**src/rtl/regfile_pkg.sv**
```systemverilog
// Shared register-file constants and the write-sequencer state encoding.
// No logic; types and constants only.
// Used by the register file and its write-port arbiter.
package regfile_pkg;

  localparam int RF_ADDR_W = 5;
  localparam int RF_REGS   = 2 ** RF_ADDR_W;

  typedef enum logic {
    ST_INIT = 1'b0,
    ST_RUN  = 1'b1
  } rf_state_t;

endpackage

```
**src/rtl/regfile_write_arbiter_dbg_buffer.sv**
```systemverilog
// One-entry debug write buffer with starvation counter and core-stall request.
// Latency: accepted entry is visible on buf_* from the next cycle.
// Backpressure: dbg_ready low while an entry is pending; starve forces the core to stall.
module dbg_write_buffer #(
  parameter int DATA_WIDTH   = 32,
  parameter int ADDR_WIDTH   = 5,
  parameter int STARVE_LIMIT = 8
) (
  input  logic                  clk,
  input  logic                  rst,
  input  logic                  run,
  input  logic                  dbg_valid,
  input  logic [ADDR_WIDTH-1:0] dbg_addr,
  input  logic [DATA_WIDTH-1:0] dbg_data,
  input  logic                  issue,
  output logic                  dbg_ready,
  output logic                  pending,
  output logic [ADDR_WIDTH-1:0] buf_addr,
  output logic [DATA_WIDTH-1:0] buf_data,
  output logic                  starve
);

  localparam int WW = $clog2(STARVE_LIMIT + 1);
  localparam logic [WW-1:0] LIMIT = WW'(STARVE_LIMIT);

  logic [WW-1:0] wait_cnt;
  logic          accept;

  assign dbg_ready = run && !pending;
  assign accept    = dbg_valid && dbg_ready;
  assign starve    = run && pending && (wait_cnt == LIMIT);

  // Buffer capture, pending flag and saturating wait counter (frozen outside RUN).
  always_ff @(posedge clk or negedge rst) begin
    if (!rst) begin
      pending  <= 1'b0;
      wait_cnt <= '0;
      buf_addr <= '0;
      buf_data <= '0;
    end else if (issue) begin
      pending <= 1'b0;
    end else if (accept) begin
      pending  <= 1'b1;
      wait_cnt <= '0;
      buf_addr <= dbg_addr;
      buf_data <= dbg_data;
    end else if (run && pending && (wait_cnt != LIMIT)) begin
      wait_cnt <= wait_cnt + 1'b1;
    end
  end

endmodule

```
**src/rtl/regfile_write_arbiter.sv**
```systemverilog
// Write-port sequencer/arbiter: clears x1..x31, then shares we3 between core and debug.
// Latency: zero for core writes; debug writes issue 1..STARVE_LIMIT+1 cycles after acceptance.
// Backpressure: stall_core during clear or debug starvation; dbg_ready while buffer empty.
module regfile_write_arbiter
  import regfile_pkg::*;
#(
  parameter int DATA_WIDTH   = 32,
  parameter int ADDR_WIDTH   = RF_ADDR_W,
  parameter int STARVE_LIMIT = 8
) (
  input  logic                  clk,
  input  logic                  rst,
  input  logic                  core_we,
  input  logic [ADDR_WIDTH-1:0] core_addr,
  input  logic [DATA_WIDTH-1:0] core_data,
  input  logic                  clr_req,
  input  logic                  dbg_valid,
  input  logic [ADDR_WIDTH-1:0] dbg_addr,
  input  logic [DATA_WIDTH-1:0] dbg_data,
  output logic                  dbg_ready,
  output logic                  stall_core,
  output logic                  busy,
  output logic                  we3,
  output logic [ADDR_WIDTH-1:0] A3,
  output logic [DATA_WIDTH-1:0] wd3
);

  localparam logic [ADDR_WIDTH-1:0] CLR_FIRST = ADDR_WIDTH'(1);
  localparam logic [ADDR_WIDTH-1:0] CLR_LAST  = {ADDR_WIDTH{1'b1}};

  rf_state_t             state, state_nxt;
  logic [ADDR_WIDTH-1:0] clr_cnt, clr_cnt_nxt;
  logic                  run;
  logic                  pending, starve, issue, core_sel;
  logic [ADDR_WIDTH-1:0] buf_addr;
  logic [DATA_WIDTH-1:0] buf_data;

  assign run        = (state == ST_RUN);
  assign busy       = !run;
  assign stall_core = !run || starve;

  // A starving buffer pre-empts the core; otherwise the core wins and the buffer fills idle slots.
  assign issue    = run && (starve || (!core_we && pending));
  assign core_sel = run && !starve && core_we;

  dbg_write_buffer #(
    .DATA_WIDTH  (DATA_WIDTH),
    .ADDR_WIDTH  (ADDR_WIDTH),
    .STARVE_LIMIT(STARVE_LIMIT)
  ) u_dbg_buf (
    .clk      (clk),
    .rst      (rst),
    .run      (run),
    .dbg_valid(dbg_valid),
    .dbg_addr (dbg_addr),
    .dbg_data (dbg_data),
    .issue    (issue),
    .dbg_ready(dbg_ready),
    .pending  (pending),
    .buf_addr (buf_addr),
    .buf_data (buf_data),
    .starve   (starve)
  );

  // State and clear-pointer registers; reset restarts the clear sequence at x1.
  always_ff @(posedge clk or negedge rst) begin
    if (!rst) begin
      state   <= ST_INIT;
      clr_cnt <= CLR_FIRST;
    end else begin
      state   <= state_nxt;
      clr_cnt <= clr_cnt_nxt;
    end
  end

  // Next state: walk the clear pointer in INIT, re-enter INIT on clr_req in RUN.
  always_comb begin
    state_nxt   = state;
    clr_cnt_nxt = clr_cnt;
    if (state == ST_INIT) begin
      clr_cnt_nxt = clr_cnt + 1'b1;
      if (clr_cnt == CLR_LAST) state_nxt = ST_RUN;
    end else if (clr_req) begin
      state_nxt   = ST_INIT;
      clr_cnt_nxt = CLR_FIRST;
    end
  end

  // Write-port mux; x0 writes are swallowed and idle address/data are held at zero.
  always_comb begin
    we3 = 1'b0;
    A3  = '0;
    wd3 = '0;
    if (rst) begin
      if (!run) begin
        we3 = 1'b1;
        A3  = clr_cnt;
      end else if (issue) begin
        if (buf_addr != '0) begin
          we3 = 1'b1;
          A3  = buf_addr;
          wd3 = buf_data;
        end
      end else if (core_sel) begin
        if (core_addr != '0) begin
          we3 = 1'b1;
          A3  = core_addr;
          wd3 = core_data;
        end
      end
    end
  end

endmodule
```
**config.mk**
```make
export PLATFORM = sky130hd
export DESIGN_NAME = regfile_write_arbiter
export DESIGN_NICKNAME = d
export VERILOG_FILES = /design/src/rtl/regfile_pkg.sv /design/src/rtl/regfile_write_arbiter_dbg_buffer.sv /design/src/rtl/regfile_write_arbiter.sv
export SDC_FILE = /design/constraint.sdc
export NUM_CORES = 1
export LEC_CHECK = 0
export CORE_UTILIZATION = 37
export DETAILED_ROUTE_END_ITERATION = 10
export GPL_TIMING_DRIVEN = 0
export HOLD_SLACK_MARGIN = 0.12
export PLACE_DENSITY = 0.78
export SETUP_SLACK_MARGIN = 0.4
export SYNTH_ARGS = -nofsm -noshare
export SYNTH_HDL_FRONTEND = slang
export SYNTH_SLANG_ARGS = --single-unit
```
**constraint.sdc**
```tcl
create_clock -name clk -period 2.2 [get_ports clk]
set_clock_uncertainty 0.2 [all_clocks]
set_input_delay 0.44 -clock clk [delete_from_list [all_inputs] [get_ports clk]]
set_output_delay 0.44 -clock clk [all_outputs]
set_load 0.02 [all_outputs]
```
After elaboration in Yosys (flattened, before gate mapping). Cells that the tools add are included.

Add/sub/neg operators: 2. Equal/unequal tests: 4. Mux-type cells: 27. Bitwise operators: 1. Reduce and logical (&&, ||, !) cells: 21.

Operator list (count): 2-to-1 mux 32 bit (6); 2-to-1 mux 5 bit (8); 2-to-1 mux 1 bit (11); nonzero test 5 bit (2); logical AND 1 bit (9); 2-to-1 mux 4 bit (2); adder 5 x 1 -> 5 bit (second input constant) (1); == test 5 bit (second input constant) (1); adder 4 x 1 -> 4 bit (second input constant) (1); == test 4 bit (second input constant) (1); zero test 1 bit (4); != test 4 bit (second input constant) (1); AND reduction 2 bit (2); nonzero test 2 bit (2); logical OR 1 bit (2); != test 2 bit (second input constant) (1); inverter 1 bit (1).

Register bits: 48. Bits of input ports: 79. Output and inout port bits: 41. Logic and storage cells: 61.

Longest topological paths before layout. Gate-level depths: netlist of run 1.

Depth in word-level cells: 9. Mapped depth: 7. Mapped depth without buffers: 6.

By module. From an unflattened synthesis of run 1, not the netlist that was laid out.

Cells, all modules: 275. Area total of the unflattened synthesis: 2832.7 um^2.

Modules (own cells, without submodules): dbg_write_buffer (instances 1, cells each 108, area each 1679.1 um^2, sequential area each 1051.0 um^2); regfile_write_arbiter (instances 1, cells each 167, area each 1153.6 um^2, sequential area each 151.4 um^2).

Worst setup path after synthesis of run 1. OpenSTA, ideal clock, no wires.

Path type: register -> output. Start point: register u_dbg_buf.wait_cnt[0]. End point: output port wd3[10]. Data arrival time: 1.660 ns. Data required time: 1.560 ns. Setup slack: -0.100 ns. Cell stages (with the launch flop): 8. Path buffers: 1. Cell sequence: dfrtp_1 -> inv_1 -> ha_1 -> nand3b_1 -> a21oi_2 -> o211a_1 -> buf_2 -> a22o_1.

Longest elaborated chain between the ends: 9. Elaborated cells on any way between the ends: 11. Those cells by class: eq/ne: 1; mux: 4; reduce/logical: 6.

RTL lines: start, declared (RTL line regfile_write_arbiter_dbg_buffer.sv:26) `logic [WW-1:0] wait_cnt;`; start signal, assigned (RTL line regfile_write_arbiter_dbg_buffer.sv:48) `wait_cnt <= wait_cnt + 1'b1;`; == test 4 bit * (RTL line regfile_write_arbiter_dbg_buffer.sv:31) `assign starve = run && pending && (wait_cnt == LIMIT);`; logical AND 1 bit * (RTL line regfile_write_arbiter_dbg_buffer.sv:31); zero test 1 bit (RTL line regfile_write_arbiter.sv:44) `assign core_sel = run && !starve && core_we;`; logical AND 1 bit (2 in a row) (RTL line regfile_write_arbiter.sv:44); 2-to-1 mux 32 bit (RTL line regfile_write_arbiter.sv:104) `end else if (core_sel) begin`; 2-to-1 mux 32 bit * (RTL line regfile_write_arbiter.sv:98) `end else if (issue) begin`; 2-to-1 mux 32 bit * (RTL line regfile_write_arbiter.sv:95) `if (!run) begin`; 2-to-1 mux 32 bit * (RTL line regfile_write_arbiter.sv:94) `if (rst) begin`; end, declared (RTL line regfile_write_arbiter.sv:25) `output logic [DATA_WIDTH-1:0] wd3`.

Every way passes the cells marked *; elsewhere a longest branch is shown, timed or not.

Worst setup path after layout of run 1.
Start point: register u_dbg_buf.buf_addr[1]. End point: output port wd3[19].

Longest elaborated chain between the ends: 5.

RTL lines: start, declared (RTL line regfile_write_arbiter_dbg_buffer.sv:18) `output logic [ADDR_WIDTH-1:0] buf_addr,`; start signal, assigned (RTL line regfile_write_arbiter_dbg_buffer.sv:45) `buf_addr <= dbg_addr;`; nonzero test 5 bit (RTL line regfile_write_arbiter.sv:99) `if (buf_addr != '0) begin`; 2-to-1 mux 32 bit (RTL line regfile_write_arbiter.sv:99); 2-to-1 mux 32 bit (RTL line regfile_write_arbiter.sv:98); 2-to-1 mux 32 bit (RTL line regfile_write_arbiter.sv:95); 2-to-1 mux 32 bit (RTL line regfile_write_arbiter.sv:94).

Every way passes these cells.

==> metrics.txt, run 1 <==
outcome=finished, violations left; failing checks=negative setup slack; Synth Cell Area=2429 um2; clk buf depth=2; CP max stage cell=or4_4; slew margin rel.=0.3536; Die ar.=6891 um2; sw frac=0.3556; 1st-iter DRT viols=81; total CTS buffers=5; vias in the first global route=2673; post-synthesis register bit count=48; Hold WC Path Type=input port to async pin; CTS tree=done; worst-path fanout max=10; initial antenna violation count=0; global-route wire length before repair=12770 um; synth unique cells=37; FP Rows=29; first-pass iteration count of the detailed router=4; slowest stage delay, CP=0.53 ns; Switch Pwr=1.355 mW; final antenna diode count=0; Final nets=513; Final Util=0.7306; Clock Latency Late Sink=0.30 ns; average vias per placed instance=5.089; max-slew violations=0; Mean Syn Cell Area=8.736 um2; cells after synthesis=278; critical path, cell by cell=or4_4 > o211a_4 > buf_12 > a22o_4 > buf_2; htree depth=2; crit-path leading delay family=simple AND/OR/NAND/NOR gates; RSZ-0062 raised after global routing=yes; Main synth FF type=dfrtp_1; ys async rst share=1.000; Final Power=3.812 mW; Final WS setup=-0.4936 ns; Buf/Inv on CP=2; Ports=120; Sink Count=48; worst slew pin tran=0.9696 ns; Peak VDD IR=0.6770 mV; register share of total power=0.444; DRT Wirelength=7683 um; Int Power=2.456 mW; # port buffers=119; net count after synthesis=361; Fmax=371.3 MHz; Area Overhead vs Synth=91.04%; CP required=1.56 ns; final hold slack=0.2535 ns; fin crit share=1.224; die height=83.02 um; drt wl/cell=15.12 um; pin count of the biggest net entering global routing=21; chip width=83.02 um; Comb pwr share=0.379; layout cells sized above 1=0.3527; post-route setup TNS=-16.84 ns; CP Launch Type=register; static leakage=2.333 nW; Synth Warn #=0; routed via count=2585; Clk pwr share=0.178; CTS clk-pin slew, worst paths=0.09 ns; count of final setup violators=38; grt total ovfl=0; fin crit period=2.694 ns; gr usage total=0.2265; CP Capture Type=primary output; clk root buf=clkbuf_8; max cap viols=0; # DRC=0; setup slack at placement=-1.334 ns; final hold violations=0; DRT antenna net count=0; Critical Path AT=2.05 ns; Initial Util=0.3825; crit path kind=register to primary output; Core Box Area=6350 um2; sequential share of the synthesized area=0.4951; Post-synth EDFFs=0; pwr/cell area=821.6 nW/um2; Final GP Congestion=0.7795; DP HPWL=5289 um
-- worst paths after layout --
check | start | end | slack, ns | cells past startpoint
worst max-delay path | u_dbg_buf.buf_addr[1] | wd3[19] | -0.49 | 5
worst min-delay path | rst | clr_cnt[2] | 0.25 | 2
worst max register to register | clr_cnt[0] | clr_cnt[4] | 0.47 | 4
worst min register to register | u_dbg_buf.buf_data[0] | u_dbg_buf.buf_data[0] | 0.29 | 2
max in group asynchronous | rst | u_dbg_buf.buf_addr[3] | 0.75 | 3
min in group clk | u_dbg_buf.buf_data[0] | u_dbg_buf.buf_data[0] | 0.29 | 2
-- logic make-up after synthesis --
logic type	share of synthesized area
AND/OR/NAND/NOR	0.2494
buffers and inverters	0.04018
AO/OA/AOI/OAI	0.1762
multiplexers	0.004122
XOR/XNOR	0.01443
adder cells (fa/ha/maj)	0.02061
flip-flops	0.4951
-- layout make-up --
class	instances	area [um2]
clock buffers	6	82.58
plain buffers	16	200.2
repair buffers	145	1461
clock inverters	2	38.79
fillers	457	1710
multi-input cells	211	1534
flip-flops and latches	48	1202
well taps	77	96.34
inverters	3	23.77
-- metrics by stage --
stage,cells,cell area [um2]
detailed placement,475,4054
floorplan,278,2751
global route,508,4639
CTS,504,4452
global placement,474,4039
finish,508,4639
-- state kept, by name, summed over array words and instances (netlist names) --
register,flops
clr_cnt,5
run,1
u_dbg_buf.buf_addr,5
u_dbg_buf.buf_data,32
u_dbg_buf.pending,1
u_dbg_buf.wait_cnt,4
-- metal layers --
layer	global-route usage	up-vias	routed length, um	share of wire
met5	0	-	0	0
met1	0.2919	1241	3348	0.44
li1	-	1249	-	-
met4	0.04389	0	63	0.0082
met2	0.3875	89	3785	0.49
met3	0.05666	6	486	0.063
-- Yosys cell counts, types with 3 or more instances --
library cell    n  area [um2]
a21oi_1         5       25.02
a22o_1         33       289.0
a32oi_1         4       35.03
buf_2           3       15.01
buf_6           3       33.78
clkbuf_1       10       37.54
dfrtp_1        47        1176
ha_1            4       50.05
nand2_1       128       480.5
nor2_1          7       26.28
-- power groups by stage --
stage	logic (mW)	registers, mW	clock network (mW)
2_1_floorplan	0.734	1.59	0
3_3_place_gp	1.09	1.68	0
3_5_place_dp	1.15	1.69	0
4_1_cts	1.34	1.69	0.690
5_1_grt	1.61	1.75	0.727
6_report	1.44	1.69	0.677
-- layout by cell type, fill, tap and decap left out, drive strengths merged, types with 2 or more instances in the layout --
| cell | synthesis | layout |
|---|---|---|
| clkbuf | 10 | 13 |
| clkinv | 1 | 2 |
| a32oi | 4 | 4 |
| inv | 2 | 2 |
| nor2 | 7 | 7 |
| clkdlybuf4s15 | 0 | 2 |
| buf | 6 | 76 |
| or4 | 2 | 2 |
| ha | 4 | 4 |
| xnor2 | 2 | 2 |
| xor2 | 2 | 2 |
| clkdlybuf4s50 | 0 | 72 |
| a22o | 33 | 33 |
| o22ai | 2 | 2 |
| dfrtp | 47 | 47 |
| a21oi | 6 | 6 |
| and3 | 2 | 2 |
| nand2 | 128 | 128 |
| nand3 | 2 | 2 |
-- worst register-to-register path: cells and delay by family (launching register included) --
kind            cells  cell delay [ns]
compound gates      1             0.23
fa+ha+maj           2             0.43
flops               1             0.58
simple gates        1             0.19
-- timing repair --
action | 4_1_cts | 5_1_grt
setup buffers | 17 | 4
pin swaps | 14 | 5
gates cloned | 2 | 0
hold endpoints to repair | 48 | 0
endpoints found under the setup margin | 61 | 97
hold buffers | 2 | 0
gates resized for setup | 256 | 51
No activity file was read; power rests on OpenSTA's default activity.
==> run 2, diff against run 1 <==
CTS_CLUSTER_DIAMETER = 50   (was not set)
==> results of run 2 <==
The final DEF is identical to that of run 1; final timing and power are the same.
==> run 3, diff against run 2 <==
GPL_ROUTABILITY_DRIVEN = 1   (was not set)
==> results of run 3 <==
The final DEF is identical to that of run 1; final timing and power are the same.
